[src/rtl/pc_update_if.sv]
// Control/datapath bundle between a multicycle controller and the PC update unit.
// The master drives condition flags, write controls and candidate targets; the slave returns PC state and statistics.
interface pc_update_if #(
    parameter int WIDTH = 32,
    parameter int CNT_W = 16
);
    logic             Zero;
    logic             Negative;
    logic             PCWrite;
    logic             PCWriteCond;
    logic [2:0]       BranchCond;
    logic [1:0]       PCSrc;
    logic [WIDTH-1:0] SeqTarget;
    logic [WIDTH-1:0] BranchTarget;
    logic [WIDTH-1:0] JumpTarget;
    logic [WIDTH-1:0] RegTarget;
    logic             Stall;
    logic             Exception;
    logic             Eret;
    logic [WIDTH-1:0] PC;
    logic [WIDTH-1:0] EPC;
    logic             Taken;
    logic             AddrError;
    logic [CNT_W-1:0] TakenCount;
    logic [CNT_W-1:0] NotTakenCount;

    modport master (
        output Zero, Negative, PCWrite, PCWriteCond, BranchCond, PCSrc,
               SeqTarget, BranchTarget, JumpTarget, RegTarget,
               Stall, Exception, Eret,
        input  PC, EPC, Taken, AddrError, TakenCount, NotTakenCount
    );

    modport slave (
        input  Zero, Negative, PCWrite, PCWriteCond, BranchCond, PCSrc,
               SeqTarget, BranchTarget, JumpTarget, RegTarget,
               Stall, Exception, Eret,
        output PC, EPC, Taken, AddrError, TakenCount, NotTakenCount
    );
endinterface

[src/rtl/pc_update_unit.sv]
// Program counter update unit: conditional/unconditional PC writes, exception entry/return,
// misaligned-target trapping and saturating branch statistics.
module pc_update_unit #(
    parameter int               WIDTH        = 32,
    parameter logic [WIDTH-1:0] RESET_VECTOR = '0,
    parameter logic [WIDTH-1:0] EXC_VECTOR   = WIDTH'(32'h0000_0180),
    parameter int               CNT_W        = 16
) (
    input logic       clk,
    input logic       rst_n,
    pc_update_if.slave bus
);

    logic [WIDTH-1:0] pcReg, pcNext;
    logic [WIDTH-1:0] epcReg, epcNext;
    logic             takenReg, takenNext;
    logic             addrErrReg, addrErrNext;
    logic [CNT_W-1:0] takenCnt, takenCntNext;
    logic [CNT_W-1:0] notTakenCnt, notTakenCntNext;

    logic             condTrue;
    logic [WIDTH-1:0] target;
    logic             writeEnable;
    logic             misaligned;
    logic             countBranch;

    function automatic logic [CNT_W-1:0] satInc(input logic [CNT_W-1:0] value);
        return (value == '1) ? value : value + 1'b1;
    endfunction

    // NOTE: every combinational output gets a default before the case/if tree, so no path leaves it unassigned and no latch is inferred.
    always_comb begin
        condTrue = 1'b0;
        case (bus.BranchCond)
            3'd0:    condTrue = bus.Zero;
            3'd1:    condTrue = !bus.Zero;
            3'd2:    condTrue = bus.Negative | bus.Zero;
            3'd3:    condTrue = !bus.Negative & !bus.Zero;
            3'd4:    condTrue = bus.Negative;
            3'd5:    condTrue = !bus.Negative;
            3'd6:    condTrue = 1'b1;
            default: condTrue = 1'b0;
        endcase
    end

    always_comb begin
        target = bus.SeqTarget;
        case (bus.PCSrc)
            2'd0:    target = bus.SeqTarget;
            2'd1:    target = bus.BranchTarget;
            2'd2:    target = bus.JumpTarget;
            default: target = bus.RegTarget;
        endcase
    end

    assign writeEnable = bus.PCWrite | (bus.PCWriteCond & condTrue);
    assign misaligned  = writeEnable & (target[1:0] != 2'b00) & !bus.Stall;
    // A rejected (misaligned) branch is still a resolved branch, so it is counted.
    assign countBranch = bus.PCWriteCond & !bus.Stall & !bus.Exception & !bus.Eret;

    always_comb begin
        pcNext          = pcReg;
        epcNext         = epcReg;
        takenNext       = 1'b0;
        addrErrNext     = 1'b0;
        takenCntNext    = takenCnt;
        notTakenCntNext = notTakenCnt;

        if (bus.Exception) begin
            pcNext  = EXC_VECTOR;
            epcNext = pcReg;
        end else if (bus.Eret) begin
            pcNext = epcReg;
        end else if (misaligned) begin
            pcNext      = EXC_VECTOR;
            epcNext     = pcReg;
            addrErrNext = 1'b1;
        end else if (!bus.Stall && writeEnable) begin
            pcNext    = target;
            takenNext = bus.PCWriteCond & !bus.PCWrite & condTrue;
        end

        if (countBranch) begin
            if (condTrue) takenCntNext    = satInc(takenCnt);
            else          notTakenCntNext = satInc(notTakenCnt);
        end
    end

    // NOTE: state registers use non-blocking assignments so every register samples pre-edge values.
    always_ff @(posedge clk or negedge rst_n) begin
        if (!rst_n) begin
            pcReg       <= RESET_VECTOR;
            epcReg      <= '0;
            takenReg    <= 1'b0;
            addrErrReg  <= 1'b0;
            takenCnt    <= '0;
            notTakenCnt <= '0;
        end else begin
            pcReg       <= pcNext;
            epcReg      <= epcNext;
            takenReg    <= takenNext;
            addrErrReg  <= addrErrNext;
            takenCnt    <= takenCntNext;
            notTakenCnt <= notTakenCntNext;
        end
    end

    assign bus.PC            = pcReg;
    assign bus.EPC           = epcReg;
    assign bus.Taken         = takenReg;
    assign bus.AddrError     = addrErrReg;
    assign bus.TakenCount    = takenCnt;
    assign bus.NotTakenCount = notTakenCnt;

endmodule

[src/flat_wrapper.sv]
// flat-port wrapper written by rule: the top's interface ports become plain ports
module pc_update_unit_flat 
#(
    parameter int               WIDTH        = 32,
    parameter logic [WIDTH-1:0] RESET_VECTOR = '0,
    parameter logic [WIDTH-1:0] EXC_VECTOR   = WIDTH'(32'h0000_0180),
    parameter int               CNT_W        = 16
)
  (clk, rst_n, bus_Zero, bus_Negative, bus_PCWrite, bus_PCWriteCond, bus_BranchCond, bus_PCSrc, bus_SeqTarget, bus_BranchTarget, bus_JumpTarget, bus_RegTarget, bus_Stall, bus_Exception, bus_Eret, bus_PC, bus_EPC, bus_Taken, bus_AddrError, bus_TakenCount, bus_NotTakenCount);
  pc_update_if #(.WIDTH(WIDTH), .CNT_W(CNT_W)) bus_i ();
  input logic clk;
  input logic rst_n;
  input wire logic [$bits(bus_i.Zero)-1:0] bus_Zero;
  input wire logic [$bits(bus_i.Negative)-1:0] bus_Negative;
  input wire logic [$bits(bus_i.PCWrite)-1:0] bus_PCWrite;
  input wire logic [$bits(bus_i.PCWriteCond)-1:0] bus_PCWriteCond;
  input wire logic [$bits(bus_i.BranchCond)-1:0] bus_BranchCond;
  input wire logic [$bits(bus_i.PCSrc)-1:0] bus_PCSrc;
  input wire logic [$bits(bus_i.SeqTarget)-1:0] bus_SeqTarget;
  input wire logic [$bits(bus_i.BranchTarget)-1:0] bus_BranchTarget;
  input wire logic [$bits(bus_i.JumpTarget)-1:0] bus_JumpTarget;
  input wire logic [$bits(bus_i.RegTarget)-1:0] bus_RegTarget;
  input wire logic [$bits(bus_i.Stall)-1:0] bus_Stall;
  input wire logic [$bits(bus_i.Exception)-1:0] bus_Exception;
  input wire logic [$bits(bus_i.Eret)-1:0] bus_Eret;
  output wire logic [$bits(bus_i.PC)-1:0] bus_PC;
  output wire logic [$bits(bus_i.EPC)-1:0] bus_EPC;
  output wire logic [$bits(bus_i.Taken)-1:0] bus_Taken;
  output wire logic [$bits(bus_i.AddrError)-1:0] bus_AddrError;
  output wire logic [$bits(bus_i.TakenCount)-1:0] bus_TakenCount;
  output wire logic [$bits(bus_i.NotTakenCount)-1:0] bus_NotTakenCount;
  assign bus_i.Zero = bus_Zero;
  assign bus_i.Negative = bus_Negative;
  assign bus_i.PCWrite = bus_PCWrite;
  assign bus_i.PCWriteCond = bus_PCWriteCond;
  assign bus_i.BranchCond = bus_BranchCond;
  assign bus_i.PCSrc = bus_PCSrc;
  assign bus_i.SeqTarget = bus_SeqTarget;
  assign bus_i.BranchTarget = bus_BranchTarget;
  assign bus_i.JumpTarget = bus_JumpTarget;
  assign bus_i.RegTarget = bus_RegTarget;
  assign bus_i.Stall = bus_Stall;
  assign bus_i.Exception = bus_Exception;
  assign bus_i.Eret = bus_Eret;
  assign bus_PC = bus_i.PC;
  assign bus_EPC = bus_i.EPC;
  assign bus_Taken = bus_i.Taken;
  assign bus_AddrError = bus_i.AddrError;
  assign bus_TakenCount = bus_i.TakenCount;
  assign bus_NotTakenCount = bus_i.NotTakenCount;
  pc_update_unit #(.WIDTH(WIDTH), .RESET_VECTOR(RESET_VECTOR), .EXC_VECTOR(EXC_VECTOR), .CNT_W(CNT_W)) u_core (.clk(clk), .rst_n(rst_n), .bus(bus_i));
endmodule
[config.mk]
export PLATFORM = sky130hd
export DESIGN_NAME = pc_update_unit_flat
export DESIGN_NICKNAME = d
export VERILOG_FILES = /design/src/rtl/pc_update_if.sv /design/src/rtl/pc_update_unit.sv /design/src/flat_wrapper.sv
export SDC_FILE = /design/constraint.sdc
export NUM_CORES = 1
export LEC_CHECK = 0
export CAP_MARGIN = 20
export CORE_MARGIN = 5
export CORE_UTILIZATION = 42
export DETAILED_ROUTE_END_ITERATION = 8
export GPL_TIMING_DRIVEN = 0
export PLACE_DENSITY = 0.93
export SLEW_MARGIN = 10
export SYNTH_ARGS = -nofsm -noshare
export SYNTH_HDL_FRONTEND = slang
export SYNTH_SLANG_ARGS = --single-unit
[constraint.sdc]
create_clock -name clk -period 2.45 [get_ports clk]
set_input_delay 0.49 -clock clk [delete_from_list [all_inputs] [get_ports clk]]
set_output_delay 0.49 -clock clk [all_outputs]
set_load 0.005 [all_outputs]
==> run_results.csv, run 1 <==
group,metric,value,unit
status,status,"finished, final reports clean",
logic_synthesis,synth_top_area_share,0.473,
logic_synthesis,synth_seq_cells,98,
floorplan,fp.dieH,121,um
placed_design,place_congestion,0.884,
worst_setup_path,max_stage_delay,0.63,ns
sta,grt_setup_unrepaired,"yes",
logic_synthesis,syn_nets,532,
sta,drv_slew,0,
logic_synthesis,synthCells,388,
logic_synthesis,synth.largest_area_cell,"dfrtp_1",
placed_design,dp_hpwl,13100,um
global_routing,antenna_found_initial,1,
worst_setup_path,crit_fanout,10,
global_routing,grt_usage,0.230,
worst_setup_path,path_depth,5,
floorplan,core-area,12100,um2
sta,min_period,2.41,ns
worst_setup_path,reg2regPathDepth,6,
worst_setup_path,cpLargestDelayFamily,"buffers and inverters",
floorplan,initial_core_util,0.430,
logic_synthesis,synth_seq_area_share,0.473,
logic_synthesis,syn_area_per_cell,13.4,um2
routing,viasPerCell,5.44,
global_routing,grt_pass1_wl,26100,um
global_routing,globalRoute.totalOverflow,0,
routing,drtPass1Iterations,4,
worst_setup_path,critPathKind,"input port to register",
global_routing,use_met3,0.0709,
sta,post-route-period-util,0.984,
logic_synthesis,yosys_warnings,0,
worst_setup_path,crit_chain,"clkdlybuf4s50_1 > clkbuf_1 > mux4_2 > a32o_1 > mux2_2",
finish,syn_to_final_growth,58.2,%
floorplan,die_area,14700,um2
finish,drive_gt1_frac,0.156,
power_and_ir_drop,ir_drop,0.270,mV
global_routing,gr-usage-met1,0.262,
global_routing,grt.busiest_layer,"met2",
sta,worstMarginPinSlew,0.799,ns
cts,cts_buffer_depth,2,
routing,drtIter0Drc,361,
routing,vias,4446,
logic_synthesis,netlist_top_cells_area,"dfrtp_1, mux4_2, mux2_1",
worst_hold_path,hold_class,"input port to asynchronous set/reset pin",
sta,hold_viol,0,
worst_setup_path,slowest_stage,"clkbuf_1",
cts,cts_hold_buf,0,
worst_setup_path,crit_buf_inv,2,
sta,fin_skew,0.00692,ns
worst_setup_path,critPathCaptureType,"register",
cts,clkTransAtPathRegs,0.07,ns
floorplan,io_pins,240,
power_and_ir_drop,powerDensity,501,nW/um2
global_routing,grt_pass1_vias,4903,
cts,numCtsBuffers,9,
sta,relSlewSlack,0.467,
global_routing,grt_max_degree,65,
cts,htree_levels,3,
worst_setup_path,cp.required,2.68,ns
power_and_ir_drop,power,0.00411,W
finish,fin_nets,788,
worst_setup_path,critPathLaunchType,"input port",
placed_design,portBuffers,239,
worst_setup_path,arrival,2.64,ns
routing,wl,16700,um
cts,cts.sinks,98,
floorplan,fp.dieW,121,um
routing,wire_per_inst,20.4,um
job,maxCapViolations,0,
floorplan,std_cell_rows,40,
cts,cts_tree,"yes",
logic_synthesis,yosysUniqueCellTypes,39,
logic_synthesis,syn_area,5190,um2
sta,finalSetupViolCount,0,
power_and_ir_drop,leakagePower,3.48,nW
cts,clock-root-buffer,"clkbuf_16",
cts,insertion_delay,0.34,ns
sta,fmax,415,MHz
global_routing,use_met2,0.404,
routing,detail-route-antenna-nets,0,
sta,setup_tns,0,ns
routing,drcViolationCount,0,
==> cell usage after synthesis <==
| cell | number |
|---|---|
| or3_1 | 2 |
| buf_2 | 7 |
| a32o_1 | 28 |
| mux2i_1 | 2 |
| a21oi_1 | 3 |
| nor3_1 | 9 |
| nand2b_1 | 3 |
| dfrtp_1 | 98 |
| nand4_1 | 6 |
| and4_1 | 6 |
| nor2_1 | 13 |
| o21ai_1 | 1 |
| nand3b_4 | 1 |
| a21o_1 | 1 |
| or4b_1 | 1 |
| clkbuf_1 | 13 |
| mux2_1 | 31 |
| o21ai_0 | 2 |
| nand2_1 | 15 |
| a211oi_2 | 1 |
| mux2_2 | 31 |
| nand3b_1 | 1 |
| o22ai_1 | 2 |
| mux4_2 | 31 |
| inv_1 | 8 |
| ha_1 | 2 |
| nor4_1 | 5 |
| nand3_1 | 12 |
| xor2_1 | 20 |
| and2_1 | 1 |
| a211oi_1 | 1 |
| nor4b_1 | 4 |
| buf_4 | 3 |
| nor3b_1 | 5 |
| nand4b_1 | 2 |
| o211a_1 | 1 |
| xnor2_1 | 10 |
| and3_1 | 4 |
| nor2b_1 | 2 |
==> sequential cells by signal (all words and copies together), names as in the netlist <==
name,count
u_core.bus.EPC,32
u_core.bus.NotTakenCount,16
u_core.bus.TakenCount,16
u_core.bus.PC,32
u_core.bus.AddrError,1
u_core.bus.Taken,1
==> power by group <==
part	switching, W	internal (W)
clock	0.000609	0.000789
sequential	0.000106	0.00171
combinational	0.000320	0.000575
==> cell families after synthesis <==
kind of cell,after synthesis,share of synthesized area
buffers and inverters,31,0.0263
xor gates and xnor gates,30,0.0507
adders and majority gates,2,0.00482
and+or+nand+nor,92,0.103
DFF,98,0.473
AOI/OAI and AO/OA,40,0.0695
muxes,95,0.273
==> per-layer routing <==
layer / vias up / share of wire
met5: - / 0
met4: 0 / 0.024
met3: 31 / 0.085
met2: 192 / 0.51
met1: 2207 / 0.38
li1: 2016 / -
==> cells in the final DEF, fill, tap and decap left out, drive strengths merged, types with 6 or more instances in the layout <==
master | synthesis | final
clkdlybuf4s50 | 0 | 238
dfrtp | 98 | 98
mux2 | 62 | 62
mux4 | 31 | 31
a32o | 28 | 28
clkbuf | 13 | 24
xor2 | 20 | 20
buf | 10 | 17
nand2 | 15 | 15
nor2 | 13 | 13
nand3 | 12 | 12
xnor2 | 10 | 10
nor3 | 9 | 9
inv | 8 | 8
and4 | 6 | 6
nand4 | 6 | 6
==> worst reg2reg max path: stages, from the launching register on <==
cell     delay (ns)
dfrtp_1        0.45
and4_1         0.27
and4_1         0.23
and4_1         0.18
buf_2          0.18
nor2_1         0.19
mux2_2         0.35
==> timing repair <==
action | in CTS | in global routing
setup buffers | 0 | 5
setup endpoints to repair | 56 | 56
pin swaps | 0 | 1
gates resized for setup | 8 | 6
==> final cells by class <==
cell class              instances  area [um2]
diodes                          1        2.50
plain buffers                  23         121
clock buffers                  11         233
clock inverters                 5        55.1
fillers                       847        3850
inverters                       8        30.0
multi-input cells             259        2650
flip-flops and latches         98        2450
well taps                     168         210
repair buffers                245        2450
==> final timing paths <==
check                                             start                            to  slack, ns
max                                        bus_PCSrc[1]             u_core.bus.PC[24]       0.04
min reg2reg                u_core.bus.NotTakenCount[10]  u_core.bus.NotTakenCount[10]       0.50
max reg2reg                 u_core.bus.NotTakenCount[3]   u_core.bus.NotTakenCount[1]       0.49
min                                               rst_n     u_core.bus.TakenCount[14]        0.1
min in group clk           u_core.bus.NotTakenCount[10]  u_core.bus.NotTakenCount[10]       0.50
max in group asynchronous                         rst_n            u_core.bus.EPC[16]       1.68
==> per-stage QoR <==
stage	hold slack (ns)	utilization	cell area, um2	instances	worst slack [ns]
2_1_floorplan	0.194	-	5190	388	0.342
3_3_place_gp	0.471	0.646	7790	795	-2.50
3_5_place_dp	0.480	0.648	7820	796	-0.535
4_1_cts	0.108	0.674	8140	812	0.0173
5_1_grt	0.135	0.680	8210	818	-0.0390
6_report	0.0988	0.680	8210	818	0.0397
No activity file was read; power rests on OpenSTA's default activity.
==> run 2: changes to the inputs <==
--- a/config.mk
+++ b/config.mk
@@ -7,11 +7,12 @@
 export LEC_CHECK = 0
 export CAP_MARGIN = 20
 export CORE_MARGIN = 5
-export CORE_UTILIZATION = 42
+export CORE_UTILIZATION = 38
 export DETAILED_ROUTE_END_ITERATION = 8
 export GPL_TIMING_DRIVEN = 0
-export PLACE_DENSITY = 0.93
+export PLACE_DENSITY = 0.9
 export SLEW_MARGIN = 10
 export SYNTH_ARGS = -nofsm -noshare
 export SYNTH_HDL_FRONTEND = slang
 export SYNTH_SLANG_ARGS = --single-unit
+export TNS_END_PERCENT = 5
==> constraint.sdc (replaced) <==
create_clock -name clk -period 2.2 [get_ports clk]
set_input_delay 0.44 -clock clk [delete_from_list [all_inputs] [get_ports clk]]
set_output_delay 0.44 -clock clk [all_outputs]
set_load 0.005 [all_outputs]
==> run 2 against run 1 <==
Effect of this change:
- register-to-register slack got worse by 0.28 ns
- non-clock buffer count increased by 6
- via count increased by 2.0%
- global-route usage decreased by 1.8 points
- critical path depth is 1 higher
- sequential share of layout area decreased by 0.91 points
- clock skew shrank 0.0018 ns
- highest routed layer unchanged
- first-iteration DRC count decreased by 51%
- power increased by 15%
==> run_results.csv, run 2 (synthesis gave the netlist of run 1 again) <==
group,metric,value,unit
worst_setup_path,r2r-end,"u_core.bus.NotTakenCount[4]",
sta,post-route-period-util,0.998,
finish,final_common_cell,"clkdlybuf4s50_1",
sta,fmax,456,MHz
global_routing,grt_pass1_wl,26900,um
worst_setup_path,cp.required,2.45,ns
global_routing,grt_usage,0.212,
power_and_ir_drop,power,0.00475,W
job,maxCapViolations,0,
worst_setup_path,arrival,2.45,ns
routing,drtPass1Iterations,6,
power_and_ir_drop,powerDensity,561,nW/um2
cts,clkTransAtPathRegs,0.07,ns
routing,detail-route-antenna-nets,0,
cts,clock-root-buffer,"clkbuf_16",
worst_setup_path,critPathLaunchType,"input port",
placed_design,portBuffers,239,
finish,nFillCells,971,
worst_setup_path,ff2ff_setup_slack,0.21,ns
worst_setup_path,reg2regPathDepth,6,
sta,relSlewSlack,0.602,
floorplan,fp.dieW,127,um
finish,multi_input_area,2730,um2
cts,cts.sinks,98,
routing,drtIter0Drc,176,
finish,fin_nets,794,
worst_hold_path,hold_class,"input port to asynchronous set/reset pin",
floorplan,std_cell_rows,42,
routing,wl,17400,um
global_routing,grt_pass1_vias,4984,
status,status,"finished, final reports clean",
finish,final_cell_mix,"clkdlybuf4s50_1, dfrtp_1, mux4_2, mux2_2, mux2_1",
power_and_ir_drop,ir_drop,0.432,mV
global_routing,grt_max_degree,65,
sta,grt_setup_unrepaired,"yes",
placed_design,dp_slack,-0.779,ns
floorplan,die_area,16100,um2
sta,min_period,2.19,ns
sta,fin_skew,0.00513,ns
cts,numCtsBuffers,9,
sta,hold_viol,0,
finish,syn_to_final_growth,63.2,%
floorplan,io_pins,240,
cts,htree_levels,3,
cts,cts_buffer_depth,2,
finish,final_util,0.637,
sta,drv_slew,0,
routing,drcViolationCount,0,
floorplan,core-area,13300,um2
power_and_ir_drop,leakagePower,3.67,nW
routing,vias,4536,
worst_setup_path,crit_fanout,10,
floorplan,fp.dieH,127,um
worst_setup_path,critPathCaptureType,"register",
finish,seq_area,2450,um2
cts,insertion_delay,0.34,ns
global_routing,antenna_found_initial,1,
routing,viasPerCell,5.45,
global_routing,globalRoute.totalOverflow,0,
worst_setup_path,critPathKind,"input port to register",
cts,cts_tree,"yes",
sta,finalSetupViolCount,0,
floorplan,initial_core_util,0.390,
placed_design,dp_hpwl,13400,um
sta,worst_slack,0.00542,ns
worst_setup_path,r2r_start,"u_core.bus.NotTakenCount[3]",
routing,wire_per_inst,20.9,um
sta,worstMarginPinSlew,0.592,ns
finish,drive_gt1_frac,0.185,
placed_design,place_congestion,0.821,
## run 2: cell count changes in the layout (fill, tap and decap cells not counted), moves of 3 or more
cell / change
clkdlybuf4s50_1: -13
dlymetal6s2s_1: +9
clkbuf_1: -4
clkbuf_8: +4
dlygate4sd2_1: +4
buf_8: +3
clkbuf_2: +3
## run 2: area by class of cell
type / instances / share of cell area
Multi-Input combinational cell: 259 / 0.322
Timing Repair Buffer: 251 / 0.300
Sequential cell: 98 / 0.290
Clock buffer: 15 / 0.0340
Tap cell: 176 / 0.0260
Buffer: 23 / 0.0207
Clock inverter: 1 / 0.00355
Inverter: 8 / 0.00355
Antenna cell: 1 / 0.000296
## run 2: timing repair
action | CTS | global route
endpoints found under the hold margin | 0 | 0
setup buffers | 8 | 0
hold buffers | 0 | 0
pin swaps | 4 | 7
gates resized for setup | 35 | 32
setup endpoints to repair | 71 | 81
cloned | 2 | 1
## run 2: worst max-delay path by stage
stage / from / to / slack, ns / cells past startpoint
6_report: bus_Eret / u_core.bus.NotTakenCount[13] / 0.005 / 6
3_5_place_dp: bus_BranchCond[1] / u_core.bus.EPC[5] / -0.78 / 7
2_1_floorplan: bus_BranchCond[2] / u_core.bus.PC[10] / 0.14 / 6
5_1_grt: bus_Eret / u_core.bus.NotTakenCount[13] / -0.05 / 6
3_3_place_gp: rst_n / u_core.bus.PC[10] / -2.73 / 1
4_1_cts: bus_Stall / u_core.bus.NotTakenCount[14] / -0.03 / 7
## run 2: stage by stage
step	TNS [ns]	instances	instance area, um2	hold WS (ns)
2_1_floorplan	0	388	5190	0.144
3_3_place_gp	-313.02	803	7800	0.470
3_5_place_dp	-52.52	804	7830	0.433
4_1_cts	-0.0669	830	8340	0.0624
5_1_grt	-0.132	832	8470	0.0824
6_report	0	832	8470	0.0491
## run 2: layer usage
metal,part of all wire,GRT usage,vias to the layer above
met3,0.074,0.0580,27
met5,0,0,-
met4,0.022,0.0751,0
met2,0.53,0.377,199
met1,0.38,0.245,2283
li1,-,-,2027
## run 2: critical path, stage by stage
cell,delay [ns]
clkdlybuf4s50_1,0.54
or3_4,0.47
nand3b_4,0.21
clkbuf_4,0.23
nor4_2,0.38
xnor2_1,0.18
## run 2: where the power goes
group | switching (W) | total, W | internal (W)
logic | 0.000375 | 0.00104 | 0.000667
clock network | 0.000670 | 0.00168 | 0.00101
registers | 0.000117 | 0.00203 | 0.00191
==> run 3: changes to the inputs <==
--- a/config.mk
+++ b/config.mk
@@ -5,9 +5,10 @@
 export SDC_FILE = /design/constraint.sdc
 export NUM_CORES = 1
 export LEC_CHECK = 0
+export ABC_AREA = 1
 export CAP_MARGIN = 20
 export CORE_MARGIN = 5
-export CORE_UTILIZATION = 38
+export CORE_UTILIZATION = 40
 export DETAILED_ROUTE_END_ITERATION = 8
 export GPL_TIMING_DRIVEN = 0
 export PLACE_DENSITY = 0.9
==> run 3 against run 2 <==
Effect of this change:
- first-iteration DRC count increased by 130%
- non-clock buffer count increased by 11
- sequential share of layout area decreased by 1.4 points
- critical path depth increased by 5
- worst setup slack improved by 0.058 ns
- via count increased by 48%
- sequential power increased by 18%
- final area increased by 5.1%
- combinational power increased by 78%
- critical endpoint is now u_core.bus.EPC[9]
- largest power group unchanged
- highest routed layer unchanged
==> run_results.csv, run 3 <==
group,metric,value,unit
status,status,"finished, final reports clean",
cts,cts.sinks,98,
finish,final_common_cell,"nand2_1",
logic_synthesis,synth_seq_cells,98,
floorplan,fp.dieW,131,um
finish,drive_gt1_frac,0.0550,
worst_hold_path,hold_class,"input port to asynchronous set/reset pin",
logic_synthesis,yosys-top-cells-count,"nand2_1, inv_1, dfrtp_1, nand3_1, nor2_1",
routing,vias,6695,
routing,drtPass1Iterations,5,
sta,worst_slack,0.0638,ns
sta,post-route-period-util,0.971,
worst_setup_path,crit_chain,"clkdlybuf4s50_1 > nor2_1 > o21ai_0 > nand2_1 > nor2_1 > nor2_2 > nand3_2 > nand2_2 > buf_4 > nand2_1 > nand2_1",
worst_setup_path,r2r-end,"u_core.bus.NotTakenCount[8]",
job,maxCapViolations,0,
finish,fin_nets,1249,
global_routing,grt_pass1_vias,6692,
worst_setup_path,ff2ff_setup_slack,0.22,ns
cts,cts_tree,"yes",
logic_synthesis,synth_top_area_share,0.416,
worst_setup_path,critPathKind,"input port to register",
worst_setup_path,crit_buf_inv,2,
finish,antenna_cells,0,
finish,final_cell_mix,"nand2_1, clkdlybuf4s50_1, inv_1, dfrtp_1, nand3_1",
sta,grt_setup_unrepaired,"yes",
floorplan,std_cell_rows,44,
floorplan,die_area,17300,um2
logic_synthesis,yosysUniqueCellTypes,30,
placed_design,dp_slack,-0.492,ns
logic_synthesis,synth.largest_area_cell,"dfrtp_1",
routing,viasPerCell,5.17,
floorplan,core-area,14500,um2
logic_synthesis,syn_area,5900,um2
worst_setup_path,r2r_start,"u_core.bus.NotTakenCount[0]",
sta,hold_viol,0,
worst_setup_path,arrival,2.41,ns
routing,wire_per_inst,16.6,um
cts,cts_hold_buf,0,
floorplan,io_pins,240,
logic_synthesis,yosysMostFrequentCell,"nand2_1",
cts,cts_buffer_depth,2,
finish,final_util,0.615,
global_routing,grt_pass1_wl,34000,um
global_routing,grt_max_degree,53,
logic_synthesis,syn_nets,998,
power_and_ir_drop,powerDensity,683,nW/um2
sta,min_period,2.14,ns
finish,nFillCells,1270,
floorplan,fp.dieH,131,um
worst_setup_path,slowest_stage,"clkdlybuf4s50_1",
routing,drcViolationCount,0,
logic_synthesis,synth_seq_area_share,0.416,
worst_setup_path,critPathLaunchType,"input port",
sta,drv_slew,0,
global_routing,antenna_found_initial,0,
cts,clock-root-buffer,"clkbuf_16",
cts,insertion_delay,0.34,ns
worst_setup_path,cp.required,2.48,ns
logic_synthesis,synthCells,854,
cts,htree_levels,3,
placed_design,place_congestion,0.889,
global_routing,globalRoute.totalOverflow,0,
logic_synthesis,yosys_warnings,0,
sta,fin_skew,0.00692,ns
worst_setup_path,max_stage_delay,0.51,ns
cts,clkTransAtPathRegs,0.07,ns
power_and_ir_drop,leakagePower,4.27,nW
cts,numCtsBuffers,9,
worst_setup_path,reg2regPathDepth,10,
global_routing,grt_usage,0.242,
sta,fmax,468,MHz
routing,drtIter0Drc,397,
routing,detail-route-antenna-nets,0,
routing,wl,21500,um
worst_setup_path,worstSetupStartpoint,"bus_PCSrc[1]",
logic_synthesis,syn_area_per_cell,6.91,um2
floorplan,initial_core_util,0.408,
power_and_ir_drop,ir_drop,0.363,mV
worst_setup_path,cpLargestDelayFamily,"simple AND/OR/NAND/NOR gates",
logic_synthesis,netlist_top_cells_area,"dfrtp_1, nand2_1, nand3_1",
sta,relSlewSlack,0.538,
logic_synthesis,synth-main-ff-cell,"dfrtp_1",
worst_setup_path,path_common_cell,"nand2_1",
logic_synthesis,synthArstFlopShare,1.00,
placed_design,dp_hpwl,16700,um
worst_setup_path,critPathCaptureType,"register",
sta,finalSetupViolCount,0,
worst_setup_path,crit_fanout,10,
logic_synthesis,synth-edff-count,0,
placed_design,portBuffers,239,
sta,worstMarginPinSlew,0.693,ns
finish,syn_to_final_growth,50.8,%
==> run 3: changes by cell type in the layout (fill, tap and decap cells not counted), moves of 29 or more <==
cell	before	now
mux4_2	31	0
a21oi_1	0	30
o21ai_0	2	51
inv_1	8	103
nor2_1	12	53
nand2_1	15	293
mux2_2	31	0
mux2_1	29	0
nand3_1	12	85
==> run 3: layout make-up <==
cell class                 count  area [um2]  share of cell area
buffer                        45         234              0.0263
clock buffer                   9         225              0.0253
clock inverter                 7         116              0.0131
inverter                     104         390              0.0439
multi-input combinational    607        2840               0.319
sequential                    98        2450               0.276
tap                          184         230              0.0259
timing repair buffer         240        2420               0.272
==> run 3: power breakdown <==
part	switching, W	internal [W]	total, W
sequential	0.000318	0.00209	0.00240
clock	0.000715	0.00111	0.00183
combinational	0.000838	0.00101	0.00185
==> run 3: cells by family (layout without fill, tap and decap cells) <==
logic type,after synthesis,in the layout,share of synthesized area
buffers and inverters,149,405,0.104
flip-flops,98,98,0.416
AND/OR/NAND/NOR,467,467,0.331
AO/OA/AOI/OAI,117,117,0.114
XOR/XNOR,21,21,0.0312
adder cells (fa/ha/maj),2,2,0.00424
==> run 3: per-stage QoR <==
| stage | std cells | TNS (ns) | total power (W) | hold WS, ns | instance area [um2] |
|---|---|---|---|---|---|
| after floorplan | 854 | 0 | 0.00310 | 0.144 | 5900 |
| final | 1294 | 0 | 0.00608 | 0.112 | 8900 |
| after CTS | 1294 | 0 | 0.00612 | 0.137 | 8890 |
| after global routing | 1294 | -0.213 | 0.00642 | 0.151 | 8900 |
| after detailed placement | 1278 | -14.29 | 0.00428 | 0.490 | 8550 |
| after global placement | 1277 | -311.23 | 0.00420 | 0.476 | 8520 |
==> run 3: per-layer routing <==
layer  GRT usage  wire length (um)
met5           0                 0
met4       0.128              1010
met3      0.0623              1600
met2       0.422             10800
met1       0.270              8160
==> run 3: repair_timing <==
item / 4_1_cts / 5_1_grt
pin swaps: 0 / 0
buffers inserted: 0 / 0
resized for setup: 1 / 8
endpoints found under the setup margin: 8 / 39
==> run 3: worst max path at each step <==
stage / cells past startpoint / slack (ns) / endpoint
after global routing: 11 / -0.03 / u_core.bus.EPC[12]
after detailed placement: 9 / -0.49 / u_core.bus.PC[16]
final: 11 / 0.06 / u_core.bus.EPC[9]
after global placement: 1 / -3.06 / u_core.bus.PC[12]
after CTS: 9 / 0.03 / u_core.bus.PC[23]
after floorplan: 10 / 0.48 / u_core.bus.NotTakenCount[8]
